File: config.mk
export PLATFORM = sky130hd
export DESIGN_NAME = coe_wr_pack
export DESIGN_NICKNAME = d
export VERILOG_FILES = /design/src/rtl/coe_wr_pack.sv
export SDC_FILE = /design/constraint.sdc
export NUM_CORES = 1
export LEC_CHECK = 0
export CAP_MARGIN = 20
export CORE_MARGIN = 5
export CORE_UTILIZATION = 30
export CTS_CLUSTER_SIZE = 10
export DETAILED_ROUTE_END_ITERATION = 8
export GPL_TIMING_DRIVEN = 0
export PLACE_DENSITY = 0.6
export SYNTH_ARGS = -nofsm -noshare
export SYNTH_HDL_FRONTEND = slang
export SYNTH_SLANG_ARGS = --single-unit
File: constraint.sdc
create_clock -name clk -period 5 [get_ports clk]
set_clock_uncertainty 0.05 [all_clocks]
set_input_delay 0.5 -clock clk [delete_from_list [all_inputs] [get_ports clk]]
set_output_delay 0.5 -clock clk [all_outputs]
set_load 0.05 [all_outputs]
File: src/rtl/coe_wr_pack.sv
// ---------------------------------------------------------------------------
// coe_wr_pack -- coefficient-buffer write packer for the CABAC coefficient
// memory. Accepts one quantized 4x4 block per handshake and pairs vertically
// adjacent blocks (same x, y differing only in bit 0) into one 32-coefficient
// memory word. Unpaired halves are written alone on a key mismatch or when
// flush_i drains the packer at CU end.
//
// Ports:
//   clk, rst          clock, synchronous active-high reset
//   blk_val_i/rdy_o   input block handshake (rdy low only while draining)
//   blk_sel_i         plane (`TYPE_Y / `TYPE_U / `TYPE_V)
//   blk_4x4_x_i/y_i   4x4 column / row index
//   blk_dat_i         p0..p15, p0 in the MSBs, CABAC read order
//   flush_i           CU-end pulse: drain any pending half
//   wr_ena_o          memory write enable
//   wr_sel_o          plane code Y=2, U=1, V=0
//   wr_addr_o         {y[3:1], x[3:0]}
//   wr_msk_o          bit1 = hi half (y[0]=0), bit0 = lo half (y[0]=1)
//   wr_dat_o          {H row0, L row0, ..., H row3, L row3}
//   flush_done_o      one-cycle pulse when a flush has fully drained
//
// Build option: COE_WR_MASK_EN -- when defined, a lone-half write sets only
// that half's mask bit and leaves the other half of wr_dat_o unchanged; when
// undefined, every write uses mask 2'b11 and the missing half is zero-filled.
// ---------------------------------------------------------------------------
`ifndef COEFF_WIDTH
`define COEFF_WIDTH 16
`endif
`ifndef TYPE_Y
`define TYPE_Y 2'b00
`endif
`ifndef TYPE_U
`define TYPE_U 2'b10
`endif
`ifndef TYPE_V
`define TYPE_V 2'b11
`endif

module coe_wr_pack (
  input  logic                        clk,
  input  logic                        rst,
  input  logic                        blk_val_i,
  output logic                        blk_rdy_o,
  input  logic [1:0]                  blk_sel_i,
  input  logic [3:0]                  blk_4x4_x_i,
  input  logic [3:0]                  blk_4x4_y_i,
  input  logic [16*`COEFF_WIDTH-1:0]  blk_dat_i,
  input  logic                        flush_i,
  output logic                        wr_ena_o,
  output logic [1:0]                  wr_sel_o,
  output logic [6:0]                  wr_addr_o,
  output logic [1:0]                  wr_msk_o,
  output logic [32*`COEFF_WIDTH-1:0]  wr_dat_o,
  output logic                        flush_done_o
);

  localparam int W = `COEFF_WIDTH;

  typedef enum logic [1:0] {S_EMPTY, S_HOLD, S_DRAIN} state_t;

  // Per-half data source for the outgoing word.
  localparam logic [1:0] SRC_ZERO = 2'd0;
  localparam logic [1:0] SRC_PEND = 2'd1;
  localparam logic [1:0] SRC_NEW  = 2'd2;
  localparam logic [1:0] SRC_OLD  = 2'd3;

  state_t         state_q, state_d;
  logic [W-1:0]   new_c  [16];   // incoming block, raster order
  logic [W-1:0]   pend_q [16];   // pending half, raster order
  logic [W-1:0]   old_h  [16];   // hi half currently on wr_dat_o
  logic [W-1:0]   old_l  [16];   // lo half currently on wr_dat_o
  logic [W-1:0]   h_c    [16];
  logic [W-1:0]   l_c    [16];
  logic [8:0]     pend_key_q;    // {plane code, y[3:1], x}
  logic           pend_half_q;   // y[0] of the pending block
  logic [1:0]     new_code;
  logic [8:0]     new_key;
  logic           accept, pair_hit, store;
  logic           lone;
  logic [1:0]     h_src, l_src;

  logic                 wr_ena_q, wr_ena_d;
  logic [8:0]           wr_key_q, wr_key_d;
  logic [1:0]           wr_msk_q, wr_msk_d;
  logic [32*W-1:0]      wr_dat_q, wr_dat_d;
  logic                 flush_done_q, flush_done_d;
  logic                 rdy_q;

  always_comb begin
    case (blk_sel_i)
      `TYPE_U: new_code = 2'd1;
      `TYPE_V: new_code = 2'd0;
      default: new_code = 2'd2;   // Y and any unknown code
    endcase
  end

  assign new_key  = {new_code, blk_4x4_y_i[3:1], blk_4x4_x_i};
  assign accept   = blk_val_i & rdy_q;
  assign pair_hit = (new_key == pend_key_q) && (blk_4x4_y_i[0] != pend_half_q);
  assign store    = accept && !((state_q == S_HOLD) && pair_hit);

  // Raster coefficient c(4r+k) comes from p[(r&1) + 4(r>>1) + 2(k&1) + 8(k>>1)];
  // in the word, H row r sits at slot 8r+k and L row r at slot 8r+4+k (slot 0 = MSB).
  genvar gi;
  generate
    for (gi = 0; gi < 16; gi++) begin : g_coef
      localparam int PI = ((gi / 4) % 2) + (gi / 8) * 4 + (gi % 2) * 2 + ((gi % 4) / 2) * 8;
      localparam int HS = 8 * (gi / 4) + (gi % 4);
      localparam int LS = HS + 4;

      assign new_c[gi] = blk_dat_i[(15 - PI)*W +: W];
      assign old_h[gi] = wr_dat_q[(31 - HS)*W +: W];
      assign old_l[gi] = wr_dat_q[(31 - LS)*W +: W];

      assign h_c[gi] = (h_src == SRC_PEND) ? pend_q[gi] :
                       (h_src == SRC_NEW)  ? new_c[gi]  :
                       (h_src == SRC_OLD)  ? old_h[gi]  : '0;
      assign l_c[gi] = (l_src == SRC_PEND) ? pend_q[gi] :
                       (l_src == SRC_NEW)  ? new_c[gi]  :
                       (l_src == SRC_OLD)  ? old_l[gi]  : '0;

      assign wr_dat_d[(31 - HS)*W +: W] = h_c[gi];
      assign wr_dat_d[(31 - LS)*W +: W] = l_c[gi];
    end
  endgenerate

  // State register
  always_ff @(posedge clk) begin
    if (rst) state_q <= S_EMPTY;
    else     state_q <= state_d;
  end

  // Next-state logic
  always_comb begin
    state_d = state_q;
    case (state_q)
      S_EMPTY: if (accept) state_d = flush_i ? S_DRAIN : S_HOLD;
      S_HOLD: begin
        if (accept) begin
          if (pair_hit)     state_d = S_EMPTY;
          else if (flush_i) state_d = S_DRAIN;
          else              state_d = S_HOLD;
        end else if (flush_i) begin
          state_d = S_EMPTY;
        end
      end
      S_DRAIN: state_d = S_EMPTY;
      default: state_d = S_EMPTY;
    endcase
  end

  // Output logic: what the next registered write looks like
  always_comb begin
    wr_ena_d     = 1'b0;
    wr_key_d     = pend_key_q;    // a full pair shares the pending key
    wr_msk_d     = 2'b11;
    flush_done_d = 1'b0;
    h_src        = SRC_ZERO;
    l_src        = SRC_ZERO;
    lone         = 1'b0;
    case (state_q)
      S_EMPTY: if (flush_i && !accept) flush_done_d = 1'b1;
      S_HOLD: begin
        if (accept) begin
          wr_ena_d = 1'b1;
          if (pair_hit) begin
            flush_done_d = flush_i;
            h_src = pend_half_q ? SRC_NEW  : SRC_PEND;
            l_src = pend_half_q ? SRC_PEND : SRC_NEW;
          end else begin
            lone = 1'b1;
          end
        end else if (flush_i) begin
          wr_ena_d     = 1'b1;
          flush_done_d = 1'b1;
          lone         = 1'b1;
        end
      end
      S_DRAIN: begin
        wr_ena_d     = 1'b1;
        flush_done_d = 1'b1;
        lone         = 1'b1;
      end
      default: ;
    endcase
    if (lone) begin
`ifdef COE_WR_MASK_EN
      wr_msk_d = pend_half_q ? 2'b01 : 2'b10;
      h_src    = pend_half_q ? SRC_OLD  : SRC_PEND;
      l_src    = pend_half_q ? SRC_PEND : SRC_OLD;
`else
      wr_msk_d = 2'b11;
      h_src    = pend_half_q ? SRC_ZERO : SRC_PEND;
      l_src    = pend_half_q ? SRC_PEND : SRC_ZERO;
`endif
    end
  end

  // Registered outputs; address/data hold their last written value.
  always_ff @(posedge clk) begin
    if (rst) begin
      wr_ena_q     <= 1'b0;
      wr_key_q     <= '0;
      wr_msk_q     <= '0;
      wr_dat_q     <= '0;
      flush_done_q <= 1'b0;
      rdy_q        <= 1'b1;
      pend_key_q   <= '0;
      pend_half_q  <= 1'b0;
    end else begin
      wr_ena_q     <= wr_ena_d;
      flush_done_q <= flush_done_d;
      rdy_q        <= (state_d != S_DRAIN);
      if (wr_ena_d) begin
        wr_key_q <= wr_key_d;
        wr_msk_q <= wr_msk_d;
        wr_dat_q <= wr_dat_d;
      end
      if (store) begin
        pend_key_q  <= new_key;
        pend_half_q <= blk_4x4_y_i[0];
      end
    end
  end

  // Pending coefficients need no reset: state EMPTY marks them invalid.
  always_ff @(posedge clk) begin
    if (store) pend_q <= new_c;
  end

  assign blk_rdy_o    = rdy_q;
  assign wr_ena_o     = wr_ena_q;
  assign wr_sel_o     = wr_key_q[8:7];
  assign wr_addr_o    = wr_key_q[6:0];
  assign wr_msk_o     = wr_msk_q;
  assign wr_dat_o     = wr_dat_q;
  assign flush_done_o = flush_done_q;

endmodule

==> insert_results.sql, run 1 <==
INSERT INTO impl_metrics (metric_group, metric, value, unit) VALUES
('flow_run', 'cap_violations', '0', ''),
('finish', 'layout-drive-gt1-share', '0.0631', ''),
('worst_setup_path', 'start_kind', 'register', ''),
('finish', 'stdcell_count', '6303', ''),
('pwr', 'clock_power_share', '0.408', ''),
('grt', 'grt_first_pass_wirelength', '263000', 'µm'),
('min_path', 'timing.hold.worst_endpoint', 'pend_q[186]', ''),
('sta', 'finalWorstSetupSlack', '0.981', 'ns'),
('placed_design', 'port_buffers', '794', ''),
('clock_tree', 'total_cts_buffers', '96', ''),
('floorplanning', 'dieArea', '0.135', 'mm²'),
('worst_setup_path', 'critical-path-top-delay-family', 'buffers and inverters', ''),
('worst_setup_path', 'worst-path-buf-inv', '4', ''),
('yosys', 'synth_simple_gate_area_share', '0.326', ''),
('yosys', 'multiplexer_share_of_the_synthesized_area', '0.00212', ''),
('worst_setup_path', 'slowest_stage', 'sky130_fd_sc_hd__clkbuf_1', ''),
('sta', 'unrepaired_setup_endpoints_after_global_routing', 'no', ''),
('grt', 'globalRouteTotalUtil', '0.256', ''),
('worst_setup_path', 'worst-r2r-cell-count', '9', ''),
('clock_tree', 'post_cts_resize_count', '0', ''),
('worst_setup_path', 'cp.arrival', '4.62', 'ns'),
('placed_design', 'pre_cts_ws', '0.506', 'ns'),
('finish', 'number_of_filler_cells_placed_in_the_layout', '12300', ''),
('yosys', 'ys_async_sr_fraction', '0', ''),
('yosys', 'synthesis.area', '0.0384', 'mm²'),
('clock_tree', 'cts.path.max_buffers', '3', ''),
('finish', 'finalCoreUtilization', '0.405', ''),
('sta', 'timing_hold_violations_final', '0', ''),
('finish', 'area_delta_synth_final', '34.4', '%'),
('min_path', 'hold_class', 'in -> reg', ''),
('yosys', 'post_synth_inst_count', '3640', ''),
('placed_design', 'placed_cells_incl_taps', '6107', ''),
('min_path', 'worst_min_path_start', 'blk_dat_i[234]', ''),
('worst_setup_path', 'cp_common_cell', 'sky130_fd_sc_hd__clkbuf_1', ''),
('pwr', 'totalPowerFinal', '16.5', 'mW'),
('sta', 'finalCriticalPeriod', '4.02', 'ns'),
('finish', 'area.sequential', '0.0184', 'mm²'),
('yosys', 'synth_xor_area_frac', '0.00228', ''),
('grt', 'antenna_found_initial', '29', ''),
('yosys', 'yosys_warnings', '0', ''),
('route', 'first_pass_iters', '6', ''),
('yosys', 'synth-edff-count', '256', ''),
('worst_setup_path', 'critical_path_class', 'reg -> reg', ''),
('yosys', 'ys_seq_elements', '793', ''),
('sta', 'final_max_slew_viol_count', '0', ''),
('route', 'routed_wire_length_per_instance', '29.1', 'µm'),
('floorplanning', 'die_height', '368', 'µm'),
('yosys', 'yosys.cell_types.count', '37', ''),
('yosys', 'synth.net_count', '3914', ''),
('pwr', 'total_switching_power', '4.86', 'mW'),
('clock_tree', 'clkSlewWorstSetupHoldPaths', '0.06', 'ns'),
('grt', 'grt-ovfl-total', '0', ''),
('sta', 'worstMarginPinSlew', '1.20', 'ns'),
('outcome', 'status', 'finished, final reports clean', ''),
('worst_setup_path', 'cp.depth', '9', ''),
('yosys', 'synth-seq-area-share', '0.480', ''),
('yosys', 'synth-main-ff-cell', 'sky130_fd_sc_hd__dfxtp_1', ''),
('pwr', 'combinationalPowerShare', '0.159', ''),
('route', 'vias', '38200', ''),
('pwr', 'ir_drop', '0.000253', 'V'),
('yosys', 'synth-compound-area-share', '0.137', ''),
('clock_tree', 'cts-htree-levels', '3', ''),
('yosys', 'combinational_family_with_the_most_area_after_synthesis', 'simple AND/OR/NAND/NOR gates', ''),
('clock_tree', 'post-cts-setup-buffer-count', '0', ''),
('sta', 'achievable-frequency', '249', 'MHz'),
('route', 'drt-total-wl', '184000', 'µm'),
('worst_setup_path', 'crit_path_max_incr_delay', '0.95', 'ns'),
('floorplanning', 'die-width', '368', 'µm'),
('floorplanning', 'start_util', '0.301', ''),
('yosys', 'per_instance_average_area_after_synthesis', '10.5', 'µm²'),
('worst_setup_path', 'ff2ff_setup_slack', '0.98', 'ns');
## power groups by stage
stage	combinational [mW]	sequential, mW	clock (mW)
after floorplan	1.05	7.64	0
after global placement	2.54	7.28	0
after detailed placement	2.58	7.26	0
after CTS	2.59	7.13	6.85
after global routing	2.74	7.16	7.10
final	2.62	7.14	6.73
## stage by stage
stage	hold slack [ns]	setup TNS (ns)	instance area [µm²]
CTS	0.249	0	51500
finish	0.323	0	51600
global placement	0.394	-177.75	48400
global route	0.300	0	51600
detailed placement	0.400	0	48600
floorplan	0.402	0	38400
## area by class of cell
type | instances | area share
Sequential cell | 793 | 0.357
Multi-Input combinational cell | 2412 | 0.349
Timing Repair Buffer | 805 | 0.158
Clock inverter | 14 | 0.00247
Antenna cell | 17 | 0.000825
Clock buffer | 165 | 0.0541
Inverter | 2 | 0.000146
Buffer | 433 | 0.0380
Tap cell | 1662 | 0.0403
## cells in the final DEF (no fill, tap or decap), types with 8 or more instances in the layout
| cell | instances |
|---|---|
| sky130_fd_sc_hd__nand2_1 | 25 |
| sky130_fd_sc_hd__a21oi_1 | 14 |
| sky130_fd_sc_hd__clkdlybuf4s50_1 | 794 |
| sky130_fd_sc_hd__nand2b_1 | 271 |
| sky130_fd_sc_hd__clkbuf_1 | 330 |
| sky130_fd_sc_hd__dfxtp_1 | 537 |
| sky130_fd_sc_hd__diode_2 | 17 |
| sky130_fd_sc_hd__nor4_1 | 257 |
| sky130_fd_sc_hd__nor2_1 | 517 |
| sky130_fd_sc_hd__edfxtp_1 | 256 |
| sky130_fd_sc_hd__clkbuf_8 | 13 |
| sky130_fd_sc_hd__clkbuf_16 | 96 |
| sky130_fd_sc_hd__nor4bb_1 | 257 |
| sky130_fd_sc_hd__a221o_1 | 512 |
| sky130_fd_sc_hd__buf_8 | 8 |
| sky130_fd_sc_hd__buf_4 | 54 |
| sky130_fd_sc_hd__nor4b_1 | 512 |
| sky130_fd_sc_hd__buf_2 | 98 |
## worst max path at each step
stage	startpoint	to	slack (ns)
floorplan	blk_sel_i[1]	pend_key_q[8]	1.36
global placement	blk_sel_i[1]	flush_done_o	-0.78
detailed placement	blk_val_i	wr_dat_o[355]	0.51
CTS	state_q[1]	wr_dat_o[355]	0.99
global route	state_q[1]	wr_dat_o[138]	0.84
finish	state_q[1]	wr_dat_o[5]	0.98
## synth_stat cells (all sizes together) (2+ instances only)
cell type | n | share of area
inv | 2 | 0.00020
nand3 | 3 | 0.00039
clkbuf | 275 | 0.027
nand2 | 25 | 0.0024
edfxtp | 256 | 0.20
and3 | 2 | 0.00033
nor4b | 512 | 0.12
xor2 | 3 | 0.00068
nand2b | 271 | 0.044
buf | 158 | 0.024
nor2 | 518 | 0.051
a221o | 512 | 0.13
nor2b | 3 | 0.00049
a21oi | 14 | 0.0018
xnor2 | 7 | 0.0016
nand4 | 2 | 0.00033
nor4 | 258 | 0.042
ha | 4 | 0.0013
o21ai | 3 | 0.00039
mux2i | 7 | 0.0018
nor4bb | 257 | 0.067
dfxtp | 537 | 0.28
## state kept, by name (all words and copies together), names as in the netlist
register	cells
wr_dat_o	512
pend_q	256
pend_key_q	9
wr_key_q	9
state_q	2
blk_rdy_o	1
flush_done_o	1
pend_half_q	1
wr_ena_o	1
wr_msk_o	1
## metal layers
metal,track usage,share of wire,routed length (µm)
met3,0.0683,0.093,17100
met4,0.0986,0.040,7300
met5,0,0.00076,139
met1,0.323,0.40,73800
met2,0.417,0.46,85300
## cells by family (layout without fill, tap and decap cells)
| family | count (synthesis) | after routing |
|---|---|---|
| buffers and inverters | 435 | 1419 |
| adders and majority gates | 4 | 4 |
| xor gates and xnor gates | 10 | 10 |
| and+or+nand+nor | 1855 | 1855 |
| AOI/OAI and AO/OA | 535 | 535 |
| DFF | 793 | 793 |
| other | 0 | 17 |
| muxes | 8 | 8 |
## worst reg2reg max path, stage by stage, from the launching register on
cell	delay, ns
sky130_fd_sc_hd__dfxtp_1	0.38
sky130_fd_sc_hd__inv_1	0.10
sky130_fd_sc_hd__ha_1	0.28
sky130_fd_sc_hd__or2_2	0.34
sky130_fd_sc_hd__o311a_1	0.12
sky130_fd_sc_hd__buf_2	0.25
sky130_fd_sc_hd__nor2_2	0.62
sky130_fd_sc_hd__clkbuf_1	0.96
sky130_fd_sc_hd__clkbuf_1	0.60
sky130_fd_sc_hd__a221o_1	0.27
Note: power is estimated with default switching activity, not from simulation.
==> run 2, diff against run 1 <==
==> constraint.sdc (replaced) <==
create_clock -name clk -period 3.3 [get_ports clk]
set_clock_uncertainty 0.05 [all_clocks]
set_input_delay 0.33 -clock clk [delete_from_list [all_inputs] [get_ports clk]]
set_output_delay 0.33 -clock clk [all_outputs]
set_load 0.05 [all_outputs]
==> run 2 against run 1 <==
Hold slack worse by 0.15 ns. Count of clock-buffer cells in the layout is 6 higher. Sequential cell count stayed put. Die area stayed put. Setup slack worse by 0.82 ns. First-iteration DRC count is 0.24% lower. Sequential power is 51% higher. Critical endpoint is now wr_dat_o[63]. Cell area is 0.58% higher.
==> insert_results.sql, run 2 (synthesis results as in run 1) <==
INSERT INTO impl_metrics (metric_group, metric, value, unit) VALUES
('outcome', 'status', 'finished, final reports clean', ''),
('finish', 'layout-drive-gt1-share', '0.0719', ''),
('floorplanning', 'dieArea', '0.135', 'mm²'),
('route', 'drt-total-wl', '185000', 'µm'),
('clock_tree', 'cts_tree', 'built', ''),
('route', 'routed_wire_length_per_instance', '29.3', 'µm'),
('worst_setup_path', 'worst-r2r-cell-count', '10', ''),
('route', 'post-route-drc-count', '0', ''),
('grt', 'grt_first_pass_wirelength', '265000', 'µm'),
('sta', 'finalCriticalPeriod', '3.14', 'ns'),
('finish', 'design.final.nets', '4827', ''),
('sta', 'achievable-frequency', '318', 'MHz'),
('clock_tree', 'tritoncts_num_sinks', '793', ''),
('route', 'first_pass_iters', '8', ''),
('clock_tree', 'clkSlewWorstSetupHoldPaths', '0.06', 'ns'),
('sta', 'unrepaired_setup_endpoints_after_global_routing', 'no', ''),
('placed_design', 'port_buffers', '794', ''),
('pwr', 'power.static_leakage', '16.5', 'nW'),
('worst_setup_path', 'ff2ff_setup_slack', '0.16', 'ns'),
('placed_design', 'gp_routability_congestion', '0.908', ''),
('placed_design', 'placed_area', '0.0487', 'mm²'),
('finish', 'most_frequent_standard_cell_in_the_layout_excluding_fill_and_tap_cells', 'sky130_fd_sc_hd__clkdlybuf4s50_1', ''),
('finish', 'largest_reg_flops', '512', ''),
('route', 'vias', '38200', ''),
('floorplanning', 'core', '0.127', 'mm²'),
('placed_design', 'hpwl_detailed', '134000', 'µm'),
('floorplanning', 'die_height', '368', 'µm'),
('pwr', 'p_per_area', '485', 'mW/mm²'),
('finish', 'final_area', '0.0519', 'mm²'),
('worst_setup_path', 'slowest_stage', 'sky130_fd_sc_hd__nor4bb_1', ''),
('finish', 'number_of_filler_cells_placed_in_the_layout', '12300', ''),
('floorplanning', 'die-width', '368', 'µm'),
('sta', 'worstMarginPinSlew', '1.13', 'ns'),
('grt', 'first_global_vias', '37000', ''),
('worst_setup_path', 'critical_path.cell_chain', 'inv_1 -> ha_1 -> nor4bb_1 -> nand4_1 -> nor4_4 -> buf_4 -> clkbuf_4 -> buf_2 -> nor4b_1 -> a221o_1', ''),
('worst_setup_path', 'critical_path_class', 'reg -> reg', ''),
('worst_setup_path', 'critical_path.max_fanout', '10', ''),
('worst_setup_path', 'end_kind', 'register', ''),
('floorplanning', 'top_level_i_o_count', '796', ''),
('sta', 'timing.final.crit_share', '0.953', ''),
('finish', 'final_cell_mix', 'sky130_fd_sc_hd__clkdlybuf4s50_1, sky130_fd_sc_hd__dfxtp_1, sky130_fd_sc_hd__nor2_1', ''),
('sta', 'final_max_slew_viol_count', '0', ''),
('clock_tree', 'total_cts_buffers', '96', ''),
('grt', 'globalRouteTotalUtil', '0.257', ''),
('route', 'post_drt_via_cell_ratio', '6.05', ''),
('worst_setup_path', 'crit_path_max_incr_delay', '0.39', 'ns'),
('clock_tree', 'postCtsHoldBufs', '0', ''),
('floorplanning', 'row_count', '131', ''),
('clock_tree', 'clk_root_buffer_cell', 'sky130_fd_sc_hd__clkbuf_16', ''),
('route', 'ant_nets', '0', ''),
('min_path', 'hold_path_stages', '1', ''),
('worst_setup_path', 'start_kind', 'register', ''),
('worst_setup_path', 'cp.arrival', '3.68', 'ns'),
('finish', 'area_delta_synth_final', '35.2', '%'),
('grt', 'antenna_found_initial', '42', ''),
('grt', 'grt_max_degree', '92', ''),
('sta', 'final.hold.worst_slack', '0.171', 'ns'),
('flow_run', 'cap_violations', '0', ''),
('clock_tree', 'clk_lat_worst_skew', '0.71', 'ns'),
('floorplanning', 'start_util', '0.301', ''),
('sta', 'max-slew-margin-rel', '0.243', ''),
('worst_setup_path', 'timing.critical_path.required', '3.83', 'ns'),
('clock_tree', 'cts.path.max_buffers', '3', ''),
('min_path', 'hold_class', 'in -> reg', ''),
('route', 'dr.first_iter.drc_count', '4086', ''),
('pwr', 'ir_drop', '0.000384', 'V'),
('sta', 'setup_viol', '0', ''),
('sta', 'timing_hold_violations_final', '0', ''),
('grt', 'grt-ovfl-total', '0', ''),
('clock_tree', 'cts-htree-levels', '3', '');
run 2: cell types whose count changed in the layout (fill, tap and decap cells not counted), moves of 2 or more:
| cell | change |
|---|---|
| sky130_fd_sc_hd__buf_8 | +2 |
| sky130_fd_sc_hd__clkbuf_8 | -2 |
| sky130_fd_sc_hd__clkbuf_1 | -29 |
| sky130_fd_sc_hd__buf_4 | +9 |
| sky130_fd_sc_hd__buf_16 | +3 |
| sky130_fd_sc_hd__clkbuf_16 | +5 |
| sky130_fd_sc_hd__clkinv_2 | -2 |
| sky130_fd_sc_hd__clkbuf_4 | +11 |
| sky130_fd_sc_hd__clkbuf_2 | +23 |
| sky130_fd_sc_hd__clkinv_8 | -2 |
| sky130_fd_sc_hd__buf_2 | -5 |
run 2: per-layer routing:
metal / global-route usage / share of wire / vias up / wire length, µm
met5: 0 / 0.00098 / - / 182
met4: 0.0955 / 0.040 / 28 / 7400
met3: 0.0700 / 0.094 / 371 / 17300
met2: 0.423 / 0.47 / 2058 / 86200
met1: 0.324 / 0.40 / 19200 / 74000
li1: - / - / 16600 / -
run 2: worst paths after layout:
| path | start | to |
|---|---|---|
| worst max-delay path | state_q[1] | wr_dat_o[63] |
| worst min-delay path | blk_dat_i[122] | pend_q[218] |
| worst max register to register | state_q[1] | wr_dat_o[63] |
| worst min register to register | wr_key_q[6] | wr_key_q[6] |
run 2: worst max-delay path: cells and delay by family (launching register included):
| kind | cells | cell delay, ns |
|---|---|---|
| compound gates | 1 | 0.27 |
| buf+inv | 4 | 1.03 |
| simple gates | 4 | 0.99 |
| flops | 1 | 0.38 |
| fa+ha+maj | 1 | 0.28 |
run 2: cell type report:
class,instances,area [µm²],share of cell area
plain buffers,433,2040,0.0393
flip-flops and latches,793,18400,0.355
repair buffers,815,8290,0.160
inverters,2,7.51,0.000145
multi-input cells,2412,18000,0.347
clock buffers,171,2900,0.0559
clock inverters,8,80.1,0.00154
well taps,1662,2080,0.0401
diodes,17,42.5,0.000820
run 2: power by group:
group / internal, mW / total, mW / switching, mW
registers: 10.5 / 10.8 / 0.258
clock network: 5.97 / 10.4 / 4.39
logic: 1.36 / 4.00 / 2.65
total: 17.9 / 25.2 / 7.29
run 2: per-stage QoR:
stage	util	power, mW	TNS [ns]	std cells	setup WS [ns]
6_report	0.407	25.2	0	6313	0.157
5_1_grt	0.407	25.9	0	6306	0.00321
4_1_cts	0.407	25.3	0	6296	0.0139
3_5_place_dp	0.383	15.0	-374.62	6112	-0.977
3_3_place_gp	0.380	14.9	-783.97	6096	-1.39
2_1_floorplan	-	13.2	0	3640	0.285
run 2: timing repair:
action                     in CTS  in global routing
buffers inserted                5                  0
setup endpoints to repair     511                435
resized for setup              25                 43
pin swaps                       2                  0
